**src/rtl/mux_arb_pkg.sv**
```systemverilog
// Shared types for the round-robin muxed arbiter: output FSM states and mux select encodings.
package mux_arb_pkg;

    typedef enum logic [1:0] {
        IDLE   = 2'd0,
        HOLD_A = 2'd1,
        HOLD_B = 2'd2
    } state_t;

    localparam logic SEL_A = 1'b0;
    localparam logic SEL_B = 1'b1;

endpackage

```
**src/rtl/mux_rr_arbiter_if.sv**
```systemverilog
// Handshake bundle for mux_rr_arbiter: two requester channels in, one consumer channel out.
// The a_last/b_last packet markers exist only when MUX_ARB_LOCK_EN is defined.
interface mux_rr_arbiter_if #(
    parameter int WIDTH = 4
);
    logic             a_valid;
    logic [WIDTH-1:0] a_data;
    logic             a_ready;
    logic             b_valid;
    logic [WIDTH-1:0] b_data;
    logic             b_ready;
    logic             x_valid;
    logic [WIDTH-1:0] x_data;
    logic             x_sel;
    logic             x_ready;
`ifdef MUX_ARB_LOCK_EN
    logic             a_last;
    logic             b_last;

    // master: the surrounding producers and consumer; slave: the arbiter
    modport master (
        output a_valid, a_data, a_last, b_valid, b_data, b_last, x_ready,
        input  a_ready, b_ready, x_valid, x_data, x_sel
    );
    modport slave (
        input  a_valid, a_data, a_last, b_valid, b_data, b_last, x_ready,
        output a_ready, b_ready, x_valid, x_data, x_sel
    );
`else
    modport master (
        output a_valid, a_data, b_valid, b_data, x_ready,
        input  a_ready, b_ready, x_valid, x_data, x_sel
    );
    modport slave (
        input  a_valid, a_data, b_valid, b_data, x_ready,
        output a_ready, b_ready, x_valid, x_data, x_sel
    );
`endif
endinterface

```
**src/rtl/mux_rr_arbiter_pick.sv**
```systemverilog
// rr_pick2: combinational two-way round-robin picker; on a tie the source
// that was not granted last wins.
module rr_pick2
    import mux_arb_pkg::*;
(
    input  logic req_a,
    input  logic req_b,
    input  logic last_sel,
    output logic grant,
    output logic grant_any
);

    always_comb begin
        grant = SEL_A;
        if (req_a && req_b) begin
            grant = ~last_sel;
        end else if (req_b) begin
            grant = SEL_B;
        end
        grant_any = req_a || req_b;
    end

endmodule

```
**src/rtl/mux_rr_arbiter.sv**
```systemverilog
// Two requesters share one 2:1 mux into a registered valid/ready output stage.
// Define MUX_ARB_LOCK_EN to hold the grant for a whole packet (a_last/b_last).
module mux_rr_arbiter
    import mux_arb_pkg::*;
#(
    parameter int WIDTH = 4
) (
    input  logic            clk,
    input  logic            rst,
    mux_rr_arbiter_if.slave bus
);

    state_t           state;
    state_t           state_n;
    logic [WIDTH-1:0] data_p1;
    logic             sel_p1;
    logic             last_sel;
    logic             load;
    logic             accept;
    logic             req_a;
    logic             req_b;
    logic             grant;
    logic             grant_any;
    logic [WIDTH-1:0] mux_data;

    // A new word may enter whenever the register is empty or draining this cycle.
    assign load = (state == IDLE) || bus.x_ready;

`ifdef MUX_ARB_LOCK_EN
    logic lock_q;
    logic lock_src;
    logic grant_last;

    // While a packet is open the other requester is masked, even if the owner idles.
    assign req_a      = bus.a_valid && !(lock_q && (lock_src == SEL_B));
    assign req_b      = bus.b_valid && !(lock_q && (lock_src == SEL_A));
    assign grant_last = (grant == SEL_B) ? bus.b_last : bus.a_last;

    always_ff @(posedge clk or posedge rst) begin
        if (rst) begin
            lock_q   <= 1'b0;
            lock_src <= SEL_A;
        end else if (accept) begin
            lock_q   <= !grant_last;
            lock_src <= grant;
        end
    end
`else
    assign req_a = bus.a_valid;
    assign req_b = bus.b_valid;
`endif

    rr_pick2 u_pick (
        .req_a     (req_a),
        .req_b     (req_b),
        .last_sel  (last_sel),
        .grant     (grant),
        .grant_any (grant_any)
    );

    assign accept      = load && grant_any;
    assign bus.a_ready = accept && (grant == SEL_A);
    assign bus.b_ready = accept && (grant == SEL_B);
    assign mux_data    = (grant == SEL_B) ? bus.b_data : bus.a_data;

    // ---- p1: output register stage ----
    always_ff @(posedge clk or posedge rst) begin
        if (rst) begin
            state <= IDLE;
        end else begin
            state <= state_n;
        end
    end

    always_comb begin
        state_n = state;
        if (load) begin
            if (grant_any) begin
                state_n = (grant == SEL_B) ? HOLD_B : HOLD_A;
            end else begin
                state_n = IDLE;
            end
        end
    end

    always_ff @(posedge clk or posedge rst) begin
        if (rst) begin
            data_p1  <= '0;
            sel_p1   <= SEL_A;
            last_sel <= SEL_B;
        end else if (accept) begin
            data_p1 <= mux_data;
            sel_p1  <= grant;
`ifdef MUX_ARB_LOCK_EN
            if (grant_last) begin
                last_sel <= grant;
            end
`else
            last_sel <= grant;
`endif
        end
    end

    always_comb begin
        bus.x_valid = 1'b0;
        bus.x_sel   = sel_p1;
        bus.x_data  = data_p1;
        case (state)
            HOLD_A: begin
                bus.x_valid = 1'b1;
                bus.x_sel   = SEL_A;
            end
            HOLD_B: begin
                bus.x_valid = 1'b1;
                bus.x_sel   = SEL_B;
            end
            default: begin
                bus.x_valid = 1'b0;
            end
        endcase
    end

endmodule
```
**src/flat_wrapper.sv**
```systemverilog
// flat-port wrapper written by rule: the top's interface ports become plain ports
module mux_rr_arbiter_flat import mux_arb_pkg::*;
#(
    parameter int WIDTH = 4
)
  (clk, rst, bus_a_valid, bus_a_data, bus_b_valid, bus_b_data, bus_x_ready, bus_a_ready, bus_b_ready, bus_x_valid, bus_x_data, bus_x_sel);
  mux_rr_arbiter_if #(.WIDTH(WIDTH)) bus_i ();
  input  logic clk;
  input  logic rst;
  input wire logic [$bits(bus_i.a_valid)-1:0] bus_a_valid;
  input wire logic [$bits(bus_i.a_data)-1:0] bus_a_data;
  input wire logic [$bits(bus_i.b_valid)-1:0] bus_b_valid;
  input wire logic [$bits(bus_i.b_data)-1:0] bus_b_data;
  input wire logic [$bits(bus_i.x_ready)-1:0] bus_x_ready;
  output wire logic [$bits(bus_i.a_ready)-1:0] bus_a_ready;
  output wire logic [$bits(bus_i.b_ready)-1:0] bus_b_ready;
  output wire logic [$bits(bus_i.x_valid)-1:0] bus_x_valid;
  output wire logic [$bits(bus_i.x_data)-1:0] bus_x_data;
  output wire logic [$bits(bus_i.x_sel)-1:0] bus_x_sel;
  assign bus_i.a_valid = bus_a_valid;
  assign bus_i.a_data = bus_a_data;
  assign bus_i.b_valid = bus_b_valid;
  assign bus_i.b_data = bus_b_data;
  assign bus_i.x_ready = bus_x_ready;
  assign bus_a_ready = bus_i.a_ready;
  assign bus_b_ready = bus_i.b_ready;
  assign bus_x_valid = bus_i.x_valid;
  assign bus_x_data = bus_i.x_data;
  assign bus_x_sel = bus_i.x_sel;
  mux_rr_arbiter #(.WIDTH(WIDTH)) u_core (.clk(clk), .rst(rst), .bus(bus_i));
endmodule
```
**config.mk**
```make
export PLATFORM = sky130hd
export DESIGN_NAME = mux_rr_arbiter_flat
export DESIGN_NICKNAME = d
export VERILOG_FILES = /design/src/rtl/mux_arb_pkg.sv /design/src/rtl/mux_rr_arbiter_if.sv /design/src/rtl/mux_rr_arbiter_pick.sv /design/src/rtl/mux_rr_arbiter.sv /design/src/flat_wrapper.sv
export SDC_FILE = /design/constraint.sdc
export NUM_CORES = 1
export LEC_CHECK = 0
export ABC_AREA = 1
export CAP_MARGIN = 20
export CELL_PAD_IN_SITES_DETAIL_PLACEMENT = 2
export CELL_PAD_IN_SITES_GLOBAL_PLACEMENT = 2
export CORE_ASPECT_RATIO = 1.1
export CORE_UTILIZATION = 18
export DETAILED_ROUTE_END_ITERATION = 12
export GPL_TIMING_DRIVEN = 0
export PLACE_DENSITY = 0.74
export SYNTH_ARGS = -nofsm -noshare
export SYNTH_HDL_FRONTEND = slang
export SYNTH_SLANG_ARGS = --single-unit
```
**constraint.sdc**
```tcl
create_clock -name clk -period 1.1 [get_ports clk]
set_input_delay 0.22 -clock clk [delete_from_list [all_inputs] [get_ports clk]]
set_output_delay 0.22 -clock clk [all_outputs]
set_load 0.01 [all_outputs]
```
After elaboration in Yosys (flattened, before gate mapping)
Cells that the tools add are included.
W data, S select, Z words.
Storage, ports and cells
  flip-flop bits (word level): 8
Operators by class
  equal/unequal tests: 2
  mux-type cells: 7
  bitwise gates (word level): 2
  reductions and logical operators: 8
Operator list (number)
  $logic_and A1 B1 Y1: 4
  $mux W2: 2
  $mux W4: 1
  $mux W1: 3
  $eq A2 B1 Y1 const B: 1
  $eq A2 B2 Y1 const B: 1
  $logic_not A2 Y1: 1
  $logic_or A1 B1 Y1: 2
  $not A1 Y1: 2
  $pmux W1 S2: 1
  $reduce_or A2 Y1: 1

Depth between registers and ports, before layout
  word-level depth: 4
  depth in mapped cells: 6

Cells and area by module
From an unflattened synthesis, not the netlist that was laid out.
Second synthesis, totals
  cell total of the unflattened synthesis: 61
  area total of the unflattened synthesis: 445.4 sq um
Modules (own cells, without submodules)
  mux_rr_arbiter: times used 1, cells an instance 58, area each 430.4 sq um
  rr_pick2: times used 1, cells an instance 3, area each 15.0 sq um

Least setup slack after synthesis
OpenSTA, ideal clock, no wires.
  kind: register to output
  from: reg u_core.state[1]
  to: out bus_x_sel
  arrival time: 1.079 ns
  data required time: 0.880 ns
  path slack: -0.199 ns
  stages on the path, launching flop included: 4
  buffers on the path: 0
  cell sequence: dfrtp_1 inv_1 ha_1 mux2_2
On the way
  word-level cells in the longest chain between the ends: 2
  elaborated cells between the ends (all ways): 3
  classes of those cells: eq/ne (2); mux (1)
RTL lines
  from (decl): RTL line mux_rr_arbiter.sv:13  | state_t state;
  from (signal assigned): RTL line mux_rr_arbiter.sv:71  | state <= state_n;
  $eq A2 B2 Y1 / $eq A2 B1 Y1 (equally long branches): RTL line mux_rr_arbiter.sv:108  | case (state)
  $pmux W1 S2 (*): RTL line mux_rr_arbiter.sv:108
  to (decl): RTL line flat_wrapper.sv:19  | output wire logic [$bits(bus_i.x_sel)-1:0] bus_x_sel;
Every way passes the cells marked *; elsewhere a longest branch is shown, timed or not.

Worst setup path after layout
Same ends and word-level chain as after synthesis.

==> summary.md <==
| Metric | Value |
|---|---|
| Status | `finished, violations left` |
| Failing checks | `negative setup slack` |
| Layout Nets | `111` |
| Final hold viol count | `0` |
| Initial Util | `19.50%` |
| Vias in the first global route | `499` |
| FF+latch count, synth | `8` |
| Main synth FF type | `dfrtp_1` |
| Combinational power share | `53.4%` |
| Remaining antenna violation count after routing | `0` |
| Aggregate global routing overflow | `0` |
| Yosys warns | `0` |
| Hold WS | `0.2127 ns` |
| Final WL | `1530 µm` |
| Hold WC Path Type | `in2async` |
| Fin crit share | `145.4%` |
| Crit-path max cell delay | `0.38 ns` |
| Total CTS buffers | `3` |
| Sw power | `483.4 µW` |
| Ys async rst share | `100.0%` |
| CTS tree | `done` |
| Detailed Place HPWL | `1044 µm` |
| Dominant cell type by area after synthesis | `dfrtp_1` |
| Rows | `18` |
| Clock power share | `16.8%` |
| Clock skew | `0.003828 ns` |
| Critical Path RT | `0.88 ns` |
| Pre-CTS setup slack | `-0.8923 ns` |
| R2R depth | `8` |
| Worst EP arrival | `1.38 ns` |
| Gpl congestion | `0.6144` |
| R2r endpoint | `u_core.state[0]` |
| Synth area leaders | `dfrtp_1 39%, nand2_1 23%, dfstp_2 5.9%` |
| Max Clk Rate | `625.3 MHz` |
| Num ports | `21` |
| Clock tree buffer depth | `2` |
| Syn-to-layout area delta | `91.90%` |
| Area share of the largest cell type after synthesis | `39.11%` |
| Crit path time final | `1.599 ns` |
| Fin cells | `125` |
| P_leak | `0.4537 nW` |
| Die area | `0.002692 mm²` |
| Sequential power share | `29.8%` |
| RSZ-0062 raised after global routing | `yes` |
| Top cell family by delay on the critical path | `flip-flops` |
| Slowest CP cell | `dfrtp_1` |
| Post-Syn Instances | `58` |
| CTS H-tree lvls | `1` |
| Crit Path Category | `reg2out` |
| Crit-path cells | `inv_2 -> ha_4 -> mux2_4 -> buf_6` |
| Finish-stage setup viols | `12` |
| Register area share after synthesis | `44.97%` |
| DRC violations left | `0` |
| Pwr Total | `1.427 mW` |
| CTS sink cnt | `8` |
| CP Launch Type | `flip-flop` |
| Clock latency on the worst-skew pair | `0.25 ns` |
| Post-synth top cells | `28 x nand2_1, 7 x dfrtp_1, 6 x inv_1` |
| R2R setup slack | `-0.17 ns` |
| Die W | `49.57 µm` |
| Critical path endpoint category | `output pin` |
| EDFF count, synth | `0` |
| Syn Area/Cell | `7.723 µm²` |
| Fin Setup TNS | `-2.270 ns` |
| Antenna Cells | `0` |
| Cell internal pwr | `943.4 µW` |
| First-pass GRT wire length | `2270 µm` |
| Root buffer cell | `clkbuf_4` |
| Overall Global Routing Usage | `11.31%` |
| Cts hold-fix bufs | `0` |
| Sw Ratio | `33.88%` |
| Syn nets | `73` |
| Setup WS post-layout | `-0.4992 ns` |
| Buf+Inv Stages, Crit Path | `2` |
| Crit path max fanout | `3` |
| Initial antenna violation count | `0` |
| Core Region | `0.002297 mm²` |
| Library cells used by synthesis | `14` |
| Vias | `501` |
| Drt via density | `4.008` |
| Cell total after placement | `108` |
| DR pass1 iterations | `2` |
| Die height | `54.32 µm` |
| Actual slew at the worst max-slew pin | `0.3091 ns` |
| Reg-to-reg startpoint | `u_core.state[1]` |
| Wire per inst | `12.24 µm` |
| VDD IR max | `764.4 µV` |
| Slew Viols, Final | `0` |
| Max-Cap Viols | `0` |
| Cell Area, Synth | `447.9 µm²` |
| Clock slew at reported path FFs | `0.06 ns` |
| Most common cell in the netlist | `nand2_1` |
| PwrDens | `1660 mW/mm²` |
| Port bufs | `20` |
| Layout cells sized above 1 | `47.37%` |
| Initial DRC Count | `1` |
| Max_slew headroom | `79.37%` |
| Largest net degree at the start of global routing | `9` |
## cell usage in the layout, fill, tap and decap left out
cell type        count
nand2_1             22
clkdlybuf4s50_1     10
buf_6                8
buf_4                8
dfrtp_1              7
nand2_2              6
inv_2                5
nand3_1              4
clkbuf_4             3
clkbuf_2             3
nand2_4              2
inv_1                2
nor2_4               2
buf_2                2
o21ai_4              1
inv_4                1
nor2_2               1
mux2_4               1
o21ai_1              1
ha_4                 1
ha_1                 1
clkbuf_1             1
dlygate4sd2_1        1
dlymetal6s2s_1       1
dfstp_2              1
## power groups by stage
stage | logic [mW] | clock network (mW) | registers, mW
after CTS | 0.645 | 0.254 | 0.426
after floorplan | 0.298 | 0 | 0.433
after global placement | 0.552 | 0 | 0.424
final | 0.762 | 0.240 | 0.425
after global routing | 0.833 | 0.266 | 0.433
after detailed placement | 0.576 | 0 | 0.426
## worst register-to-register path, delay by kind of cell (launching register included)
kind	cells	cell delay [ns]
compound gates	1	0.07
flops	1	0.40
fa+ha+maj	1	0.16
simple gates	2	0.12
buf+inv	4	0.41
## logic make-up (layout without fill, tap and decap cells)
group           after synthesis  in the layout  share of synthesized area (%)
compound gates                2              2                          4.749
mux                           1              1                          2.514
flops                         8              8                          44.97
simple gates                 37             37                          34.92
buf+inv                       8             45                          7.262
fa+ha+maj                     2              2                          5.586
## flip-flops by register name, indices dropped and copies added, names as in the netlist
name and count:
u_core.state 2, u_core.bus.x_data 4, u_core.last_sel 1, u_core.sel_p1 1
## worst max path at each step
stage / endpoint / from / depth (start not counted) / slack (ns)
4_1_cts: bus_x_sel / u_core.state[1] / 4 / -0.51
6_report: bus_x_sel / u_core.state[1] / 4 / -0.50
3_3_place_gp: bus_a_ready / bus_b_valid / 6 / -0.88
5_1_grt: bus_x_sel / u_core.state[1] / 4 / -0.57
2_1_floorplan: bus_x_sel / u_core.state[1] / 3 / -0.11
3_5_place_dp: bus_a_ready / bus_b_valid / 6 / -0.89
## per-layer routing
metal | GRT usage (%) | vias to the layer above | routed length (µm)
met1 | 11.50 | 241 | 607
met2 | 22.97 | 11 | 875
met3 | 2.222 | 0 | 48
met4 | 4.286 | 0 | 0
li1 | - | 249 | -
met5 | 0 | - | 0
## through the flow
stage / util [%] / area (µm²)
floorplan: - / 476.7
global placement: 31.10 / 714.4
detailed placement: 31.10 / 714.4
CTS: 34.42 / 790.8
global route: 37.42 / 859.6
finish: 37.42 / 859.6
## what timing repair did
item | CTS | global route
setup endpoints to repair | 16 | 16
pin swaps | 3 | 2
resized for setup | 34 | 16
buffers inserted | 5 | 9
## cell type report
type,count,area [µm²]
well taps,30,37.54
flip-flops and latches,8,201.4
multi-input cells,42,265.3
fillers,280,1438
repair buffers,33,296.5
clock buffers,4,26.28
inverters,8,32.53
Note: power is estimated with default switching activity, not from simulation.
